<file path="config.mk">
export PLATFORM = sky130hd
export DESIGN_NAME = i2c_write_arbiter
export DESIGN_NICKNAME = d
export VERILOG_FILES = /design/src/rtl/i2c_arb_pkg.sv /design/src/rtl/i2c_write_arbiter_rr_pick.sv /design/src/rtl/i2c_write_arbiter.sv
export SDC_FILE = /design/constraint.sdc
export NUM_CORES = 1
export LEC_CHECK = 0
export ABC_AREA = 1
export BUFFER_PORTS_ARGS = -buffer_cell sky130_fd_sc_hd__buf_2
export CORE_MARGIN = 2
export CORE_UTILIZATION = 30
export CTS_CLUSTER_SIZE = 24
export DETAILED_ROUTE_END_ITERATION = 16
export PLACE_DENSITY_LB_ADDON = 0.05
export SLEW_MARGIN = 15
export SYNTH_ARGS = -nofsm -noshare
export SYNTH_HDL_FRONTEND = slang
export SYNTH_SLANG_ARGS = --single-unit
</file>
<file path="constraint.sdc">
create_clock -name iCLK -period 1.76 [get_ports iCLK]
set_input_delay 0.088 -clock iCLK [delete_from_list [all_inputs] [get_ports iCLK]]
set_output_delay 0.088 -clock iCLK [all_outputs]
set_load 0.02 [all_outputs]
</file>
<file path="src/rtl/i2c_arb_pkg.sv">
// Shared types and widths for the I2C write arbiter.
// State encoding, transfer word width and retry counter width.
package i2c_arb_pkg;

    localparam int I2C_WORD_W = 24;
    localparam int RETRY_W    = 4;

    typedef enum logic [2:0] {
        S_IDLE,
        S_START,
        S_XFER,
        S_CHECK,
        S_GAP
    } state_t;

endpackage

</file>
<file path="src/rtl/i2c_write_arbiter_rr_pick.sv">
// Combinational round-robin selector: search starts one past the
// last grant and wraps from N_REQ-1 back to 0.
module rr_pick #(
    parameter int N_REQ = 2,
    parameter int IDXW  = $clog2(N_REQ)
) (
    input  logic [N_REQ-1:0] req_i,
    input  logic [IDXW-1:0]  last_i,
    output logic [IDXW-1:0]  win_o,
    output logic             valid_o
);

    logic [IDXW:0]   sum;
    logic [IDXW-1:0] cand;

    // First requester found after the last grant wins
    always_comb begin
        win_o   = '0;
        valid_o = 1'b0;
        sum     = '0;
        cand    = '0;
        for (int k = 1; k <= N_REQ; k++) begin
            sum = {1'b0, last_i} + (IDXW+1)'(k);
            if (sum >= (IDXW+1)'(N_REQ)) begin
                sum = sum - (IDXW+1)'(N_REQ);
            end
            cand = sum[IDXW-1:0];
            if (!valid_o && req_i[cand]) begin
                valid_o = 1'b1;
                win_o   = cand;
            end
        end
    end

endmodule

</file>
<file path="src/rtl/i2c_write_arbiter.sv">
// Round-robin arbiter sharing one I2C write controller among N_REQ
// requesters, with NACK retry. Optional watchdog: I2C_ARB_TIMEOUT_EN.
module i2c_write_arbiter
    import i2c_arb_pkg::*;
#(
    parameter int N_REQ       = 2,
    parameter int MAX_RETRY   = 3,
    parameter int GAP_CYC     = 4,
    parameter int TIMEOUT_CYC = 4096
) (
    input  logic                          iCLK,
    input  logic                          iRST,
    input  logic [N_REQ-1:0]              iREQ,
    input  logic [I2C_WORD_W*N_REQ-1:0]   iREQ_DATA,
    output logic [N_REQ-1:0]              oDONE,
    output logic [N_REQ-1:0]              oERR,
    output logic                          oBUSY,
    output logic [$clog2(N_REQ)-1:0]      oGRANT_IDX,
    output logic [I2C_WORD_W-1:0]         oI2C_DATA,
    output logic                          oI2C_GO,
    input  logic                          iI2C_END,
    input  logic                          iI2C_ACK
);

    localparam int IDXW    = $clog2(N_REQ);
    localparam int CNT_MAX = (TIMEOUT_CYC > GAP_CYC) ? TIMEOUT_CYC : GAP_CYC;
    localparam int CNT_W   = $clog2(CNT_MAX + 1);

    state_t                 state_q, state_d;
    logic [IDXW-1:0]        idx_q;
    logic [IDXW-1:0]        ptr_q;
    logic [I2C_WORD_W-1:0]  data_q;
    logic [RETRY_W-1:0]     retry_q;
    logic                   rtr_q;
    logic [CNT_W-1:0]       cnt_q;
    logic                   to_q;
    logic                   tout_hit;
    logic                   gap_done;
    logic                   nack_retry;
    logic [IDXW-1:0]        win;
    logic                   pick_v;
    logic [I2C_WORD_W-1:0]  pick_data;

    rr_pick #(
        .N_REQ (N_REQ),
        .IDXW  (IDXW)
    ) u_pick (
        .req_i   (iREQ),
        .last_i  (ptr_q),
        .win_o   (win),
        .valid_o (pick_v)
    );

    // Transfer word of the current round-robin winner
    always_comb begin
        pick_data = '0;
        for (int i = 0; i < N_REQ; i++) begin
            if (win == IDXW'(i)) begin
                pick_data = iREQ_DATA[I2C_WORD_W*i +: I2C_WORD_W];
            end
        end
    end

    assign gap_done   = (state_q == S_GAP) &&
                        (cnt_q == CNT_W'(GAP_CYC - 1));
    assign nack_retry = iI2C_ACK && !to_q &&
                        (int'(retry_q) < MAX_RETRY);

`ifdef I2C_ARB_TIMEOUT_EN
    assign tout_hit = ((state_q == S_START) || (state_q == S_XFER)) &&
                      (cnt_q == CNT_W'(TIMEOUT_CYC - 1));

    // Remember that this attempt ended by watchdog, not by END
    always_ff @(posedge iCLK) begin
        if (iRST) begin
            to_q <= 1'b0;
        end else if (tout_hit) begin
            to_q <= 1'b1;
        end else if (state_q == S_GAP) begin
            to_q <= 1'b0;
        end
    end
`else
    assign tout_hit = 1'b0;
    assign to_q     = 1'b0;
`endif

    // State register
    always_ff @(posedge iCLK) begin
        if (iRST) begin
            state_q <= S_IDLE;
        end else begin
            state_q <= state_d;
        end
    end

    // Next-state logic
    always_comb begin
        state_d = state_q;
        unique case (state_q)
            S_IDLE: begin
                if (pick_v) state_d = S_START;
            end
            S_START: begin
                if (tout_hit)       state_d = S_CHECK;
                else if (!iI2C_END) state_d = S_XFER;
            end
            S_XFER: begin
                if (tout_hit || iI2C_END) state_d = S_CHECK;
            end
            S_CHECK: begin
                state_d = S_GAP;
            end
            S_GAP: begin
                if (gap_done) state_d = rtr_q ? S_START : S_IDLE;
            end
            default: state_d = S_IDLE;
        endcase
    end

    // Outputs decoded from state; result pulses live in CHECK
    always_comb begin
        oDONE   = '0;
        oERR    = '0;
        oI2C_GO = (state_q == S_START) || (state_q == S_XFER);
        oBUSY   = (state_q != S_IDLE);
        if (state_q == S_CHECK) begin
            if (to_q)             oERR[idx_q]  = 1'b1;
            else if (!iI2C_ACK)   oDONE[idx_q] = 1'b1;
            else if (!nack_retry) oERR[idx_q]  = 1'b1;
        end
    end

    assign oGRANT_IDX = idx_q;
    assign oI2C_DATA  = data_q;

    // Grant latch and retry bookkeeping
    always_ff @(posedge iCLK) begin
        if (iRST) begin
            idx_q   <= '0;
            ptr_q   <= IDXW'(N_REQ - 1);
            data_q  <= '0;
            retry_q <= '0;
            rtr_q   <= 1'b0;
        end else begin
            if ((state_q == S_IDLE) && pick_v) begin
                idx_q   <= win;
                ptr_q   <= win;
                data_q  <= pick_data;
                retry_q <= '0;
                rtr_q   <= 1'b0;
            end
            if (state_q == S_CHECK) begin
                rtr_q <= nack_retry;
                if (nack_retry) retry_q <= retry_q + RETRY_W'(1);
            end
        end
    end

    // Shared cycle counter: GAP length and, optionally, the watchdog
    always_ff @(posedge iCLK) begin
        if (iRST) begin
            cnt_q <= '0;
        end else begin
            unique case (state_q)
                S_GAP: cnt_q <= gap_done ? '0 : cnt_q + CNT_W'(1);
`ifdef I2C_ARB_TIMEOUT_EN
                S_START, S_XFER: cnt_q <= cnt_q + CNT_W'(1);
`endif
                default: cnt_q <= '0;
            endcase
        end
    end

endmodule
</file>
### Yosys cells after proc, flatten, opt, wreduce, memory -nomap -nowiden

Cells that the tools add are included.

* bits in registers: 47
* latch bits: 0
* RAM bits: 0
* memory bits (read-only): 0
* bits of input ports: 54
* output and inout port bits: 31
* word-level logic and storage cells: 71
* memories kept: 0

* add/subtract/negate cells: 6
* multiply operators: 0
* divide/modulo/power cells: 0
* order comparisons: 7
* equality and inequality tests: 9
* shift-type cells: 0
* multiplexer cells: 29
* bitwise gates (word level): 1
* reductions and logical operators: 12

Operators by type and width (number)
* 24-bit 2-to-1 mux: 1
* 3-bit one-hot mux with 5 select lines: 1
* 1-bit 2-to-1 mux: 14
* 13-bit by 1-bit adder with 13-bit output, second input constant: 1
* 13-bit by 2-bit == test with 1-bit output, second input constant: 1
* 3-bit 2-to-1 mux: 4
* 4-bit 2-to-1 mux: 3
* 2-bit 2-to-1 mux: 5
* 2-bit != test, second input constant: 4
* 3-bit by 2-bit == test with 1-bit output, second input constant: 2
* 1-bit by 2-bit < comparator with 1-bit output, second input constant: 3
* 1-bit logical AND: 5
* 4-bit by 1-bit adder with 4-bit output, second input constant: 1
* 2-bit greater-or-equal comparator, second input constant: 2
* 4-bit by 2-bit < comparator with 1-bit output, second input constant: 1
* 4-bit AND reduction: 1
* 3-bit by 1-bit == test with 1-bit output, second input constant: 1
* 3-bit == test, second input constant: 1
* 3-bit zero test: 1
* 3-bit nonzero test: 1
* 3-bit OR reduction: 1
* 1-bit by 1-bit adder with 2-bit output, second input constant: 1
* 1-bit by 2-bit adder with 2-bit output, second input constant: 1
* 2-bit nonzero test: 1
* 6 further kinds: 7

### Depth between registers and ports, before layout

* depth after elaboration: 13
* depth in mapped cells: 8
* mapped depth without buffers: 7

### Hierarchy

A second synthesis with hierarchy kept.

* cell total of the unflattened synthesis: 267
* area, all modules: 2230.9 µm²

By module, submodules not included
* i2c_write_arbiter: instances 1, cells an instance 264, area each 2215.9 µm², seq. area each 940.9 µm²
* rr_pick: instances 1, cells an instance 3, area each 15.0 µm², seq. area each 0.0 µm²

### Worst setup path after synthesis

Ideal clock, no wire load.

* path kind: reg2out
* from: register idx_q (netlist: oGRANT_IDX)
* to: output oERR[1]
* arrival: 1.291 ns
* required time: 1.672 ns
* slack: 0.381 ns
* cell stages (with the launch flop): 3
* path buffers: 0
* path through: dfxtp_1 > inv_1 > nor4_1

* word-level cells in the longest chain between the ends: 7
* elaborated cells on any way between the ends: 8
* those cells by class: 2 x order compare; 5 x mux; 1 x reduce/logical

RTL lines
* from (decl): RTL line i2c_write_arbiter.sv:30 `logic [IDXW-1:0] idx_q;`
* from (signal assigned): RTL line i2c_write_arbiter.sv:147 `idx_q <= win;`
* 1-bit by 2-bit < comparator with 1-bit output (implied by the code) / 1-bit greater-or-equal comparator (equally long branches): RTL line i2c_write_arbiter.sv:130 `else if (!nack_retry) oERR[idx_q] = 1'b1;`
* 1-bit logical AND (implied by the code): RTL line i2c_write_arbiter.sv:130
* 1-bit 2-to-1 mux (implied by the code): RTL line i2c_write_arbiter.sv:130
* 1-bit demux with 1-bit select (*): RTL line i2c_write_arbiter.sv:130
* 2-bit 2-to-1 mux (*): RTL line i2c_write_arbiter.sv:130
* 2-bit 2-to-1 mux (*): RTL line i2c_write_arbiter.sv:129 `else if (!iI2C_ACK) oDONE[idx_q] = 1'b1;`
* 2-bit 2-to-1 mux (*): RTL line i2c_write_arbiter.sv:127 `if (state_q == S_CHECK) begin`
* to (decl): RTL line i2c_write_arbiter.sv:16 `output logic [N_REQ-1:0] oERR,`

Mark *: on every way between the ends. The rest lies on a longest branch, timed or not.

### Worst setup path after layout

* from: register state_q[1]
* to: output oERR[1]

* word-level cells in the longest chain between the ends: 2

RTL lines
* from (decl): RTL line i2c_write_arbiter.sv:29 `state_t state_q, state_d;`
* from (signal assigned): RTL line i2c_write_arbiter.sv:93 `state_q <= state_d;`
* 3-bit by 2-bit == test with 1-bit output: RTL line i2c_write_arbiter.sv:127
* 2-bit 2-to-1 mux: RTL line i2c_write_arbiter.sv:127

Every way passes these cells.

==> results.toml <==
[setup_path]
reg2reg_to = "retry_q[0]"
rrSetupSlack_ns = 0.26
cp-start-kind = "flip-flop"
worstSetupPathType = "reg -> out"
crit_fanout = 7
arrival_ns = 1.46
reg2regPathDepth = 7
crit_buf_inv = 1
endpoint_kind = "output port"
cp_top_family = "simple AND/OR/NAND/NOR gates"
critical_path.max_stage_delay_ns = 0.41
cp_cell_sequence = "nand3_1 > nor4_1 > buf_2"
cpMaxStageDelayCell = "dfxtp_1"
worstPathRequired_ns = 1.67
rr_startpoint = "retry_q[0]"
cp-startpoint = "state_q[1]"

[global_route]
overflow = 0
grt_use_total_pct = 15.1
grt_pass1_wl_um = 9200
grt_max_degree = 30
antenna_found_initial = 0
grt_pass1_vias = 2005

[timing]
timing.final.ws_setup_ns = 0.215
relSlewSlack_pct = 75.6
rsz0062_at_grt = "false"
fmax_ghz = 0.647
worst_pin_slew_ns = 0.363
skew_ns = 0.00889
period_share_pct = 87.8
hold_viol_final = 0
finalSetupViolCount = 0
drv_slew = 0
finalCriticalPeriod_ns = 1.55
fin_tns_setup_ns = 0

[floorplan]
die_w_um = 89.3
die_area_um2 = 7970
rows = 31
io_pins = 85
initial_core_util_pct = 30.6
die_y_um = 89.3
core-area_um2 = 7140

[worst_hold_path]
hp-class = "in -> reg"
min_from = "iI2C_END"
min_delay_worst_endpoint = "state_q[0]"
min_delay_path_depth = 3

[cts]
clockRootBuffer = "clkbuf_8"
clk_pin_slew_ns = 0.09
ctsResizeCount = 0
cts_tree = "built"
cts_made_buffers = 5
insertion_delay_ns = 0.31
clk_path_buf_depth = 2
cts.sinks = 47
cts_max_level = 2
cts_setup_buffers = 0
cts_hold_buf = 0

[finish]
fin_nets = 449
design_area_um2 = 2820
num-fill-cells = 807
layout-drive-gt1-share_pct = 27.7
multi_input_area_um2 = 1100
n_antenna_cell = 0
area_growth_pct = 29.4
regArea_um2 = 941

[synth]
netlist.area_leader.share_pct = 43.1
yosysTopAreaCell = "dfxtp_1"
yosys.cell_count.top_type = "a21oi_1"
synth.area.top_cells = "dfxtp_1 (43%), a21oi_1 (14%), nand2_1 (8.9%)"
syn-num-nets = 366
ys_warn_count = 0
synth_ff_type = "dfxtp_1"
synth.distinct_cells = 27
netlist_area_um2 = 2180
ys_top_cells_by_count = "a21oi_1 (59), nand2_1 (52), nor2_1 (51), dfxtp_1 (47), nand3_1 (36)"
synth_area_per_cell_um2 = 7.04
synth-edff-count = 0
ys_seq_area_share_pct = 43.1
syn_inst = 310
synthArstFlopShare_pct = 0
synth_seq_cells = 47

[route]
first_pass_iters = 4
vias = 2234
vias_per_cell = 4.53
ant_nets = 0
drc = 0
wl_um = 5810
drtIter0Drc = 51
wl_per_cell_um = 11.8

[place]
hpwl_um = 4180
port_buffers = 84
preCtsSetupSlack_ns = 0.308
routabilityCongestion = 0.740
placed_cell_area_um2 = 2730

[power]
p_per_area_nw_per_um2 = 1320
vdd_ir_drop_max_v = 0.000532
leakagePower_nw = 1.28

[job]
maxCapViolCount = 0

[status]
status = "complete, no violations"
==> metrics by stage <==
step / power (mW) / hold slack, ns / std cells / util (%)
floorplan: 2.55 / 0.259 / 310 / -
global placement: 3.09 / 0.422 / 485 / 38.3
detailed placement: 3.08 / 0.423 / 485 / 38.3
CTS: 3.79 / 0.0916 / 493 / 39.6
global route: 4.01 / 0.108 / 493 / 39.6
finish: 3.72 / 0.0967 / 493 / 39.6
==> per-layer routing <==
layer  wire length [um]  track usage, %  up-vias
li1                   -               -     1192
met1               2690            19.3      971
met2               2550            23.4       64
met3                495            5.91        7
met4                 71            5.29        0
met5                  0               0        -
==> cell type report <==
class,count,area share (%)
Timing Repair Buffer,92,17.9
Clock inverter,3,0.886
Tap cell,99,4.39
Clock buffer,5,2.44
Multi-Input combinational cell,230,38.8
Inverter,17,2.26
Sequential cell,47,33.3
==> worst min-delay path, stage by stage <==
cell and delay (ns):
buf_2 0.10, nand4_1 0.10, a21oi_1 0.07
==> flip-flops by register name (all words and copies together), names as in the netlist <==
signal      count
retry_q         4
oGRANT_IDX      1
state_q         3
ptr_q           1
oI2C_DATA      24
rtr_q           1
cnt_q          13
==> where the power goes <==
part,switching [mW],leakage [nW],internal [mW],total (mW)
Combinational,1.05,0.848,0.602,1.65
Sequential,0.119,0.383,1.27,1.39
Clock,0.395,0.0443,0.284,0.679
==> cells in the final DEF, fill, tap and decap left out <==
master and instances:
ha_1 2, dfxtp_1 47, nor4_1 2, buf_12 2
nand2_1 52, nor3_1 6, o211ai_1 1, nor3b_1 1
nor2_1 51, clkinv_4 2, inv_1 14, nand2_4 1
nand3_2 2, clkbuf_8 5, o21ai_0 3, nand3_1 36
nand2_2 1, nand3b_1 2, buf_2 84, clkinvlp_4 1
xor2_1 3, buf_4 6, nor2_2 1, or2_1 1
nand4_1 2, xnor2_1 3, inv_2 3, or2_2 1
a21oi_1 59
==> how the worst max path moves through the flow <==
stage                             to  slack [ns]  cells past startpoint
after floorplan              oERR[1]        0.38                      2
final                        oERR[1]        0.21                      3
after global placement    retry_q[1]        0.29                      7
after CTS                    oERR[0]        0.19                      3
after global routing         oERR[1]        0.04                      3
after detailed placement  retry_q[0]        0.31                      7
==> kinds of logic (layout without fill, tap and decap cells) <==
family,count (synthesis),count (layout),share of synthesized area [%]
AO/OA/AOI/OAI,63,63,14.6
XOR/XNOR,6,6,2.41
adder cells (fa/ha/maj),2,2,1.15
buffers and inverters,33,117,6.65
flip-flops,47,47,43.1
AND/OR/NAND/NOR,159,159,32.1
Power figures use the tool's default switching activity.
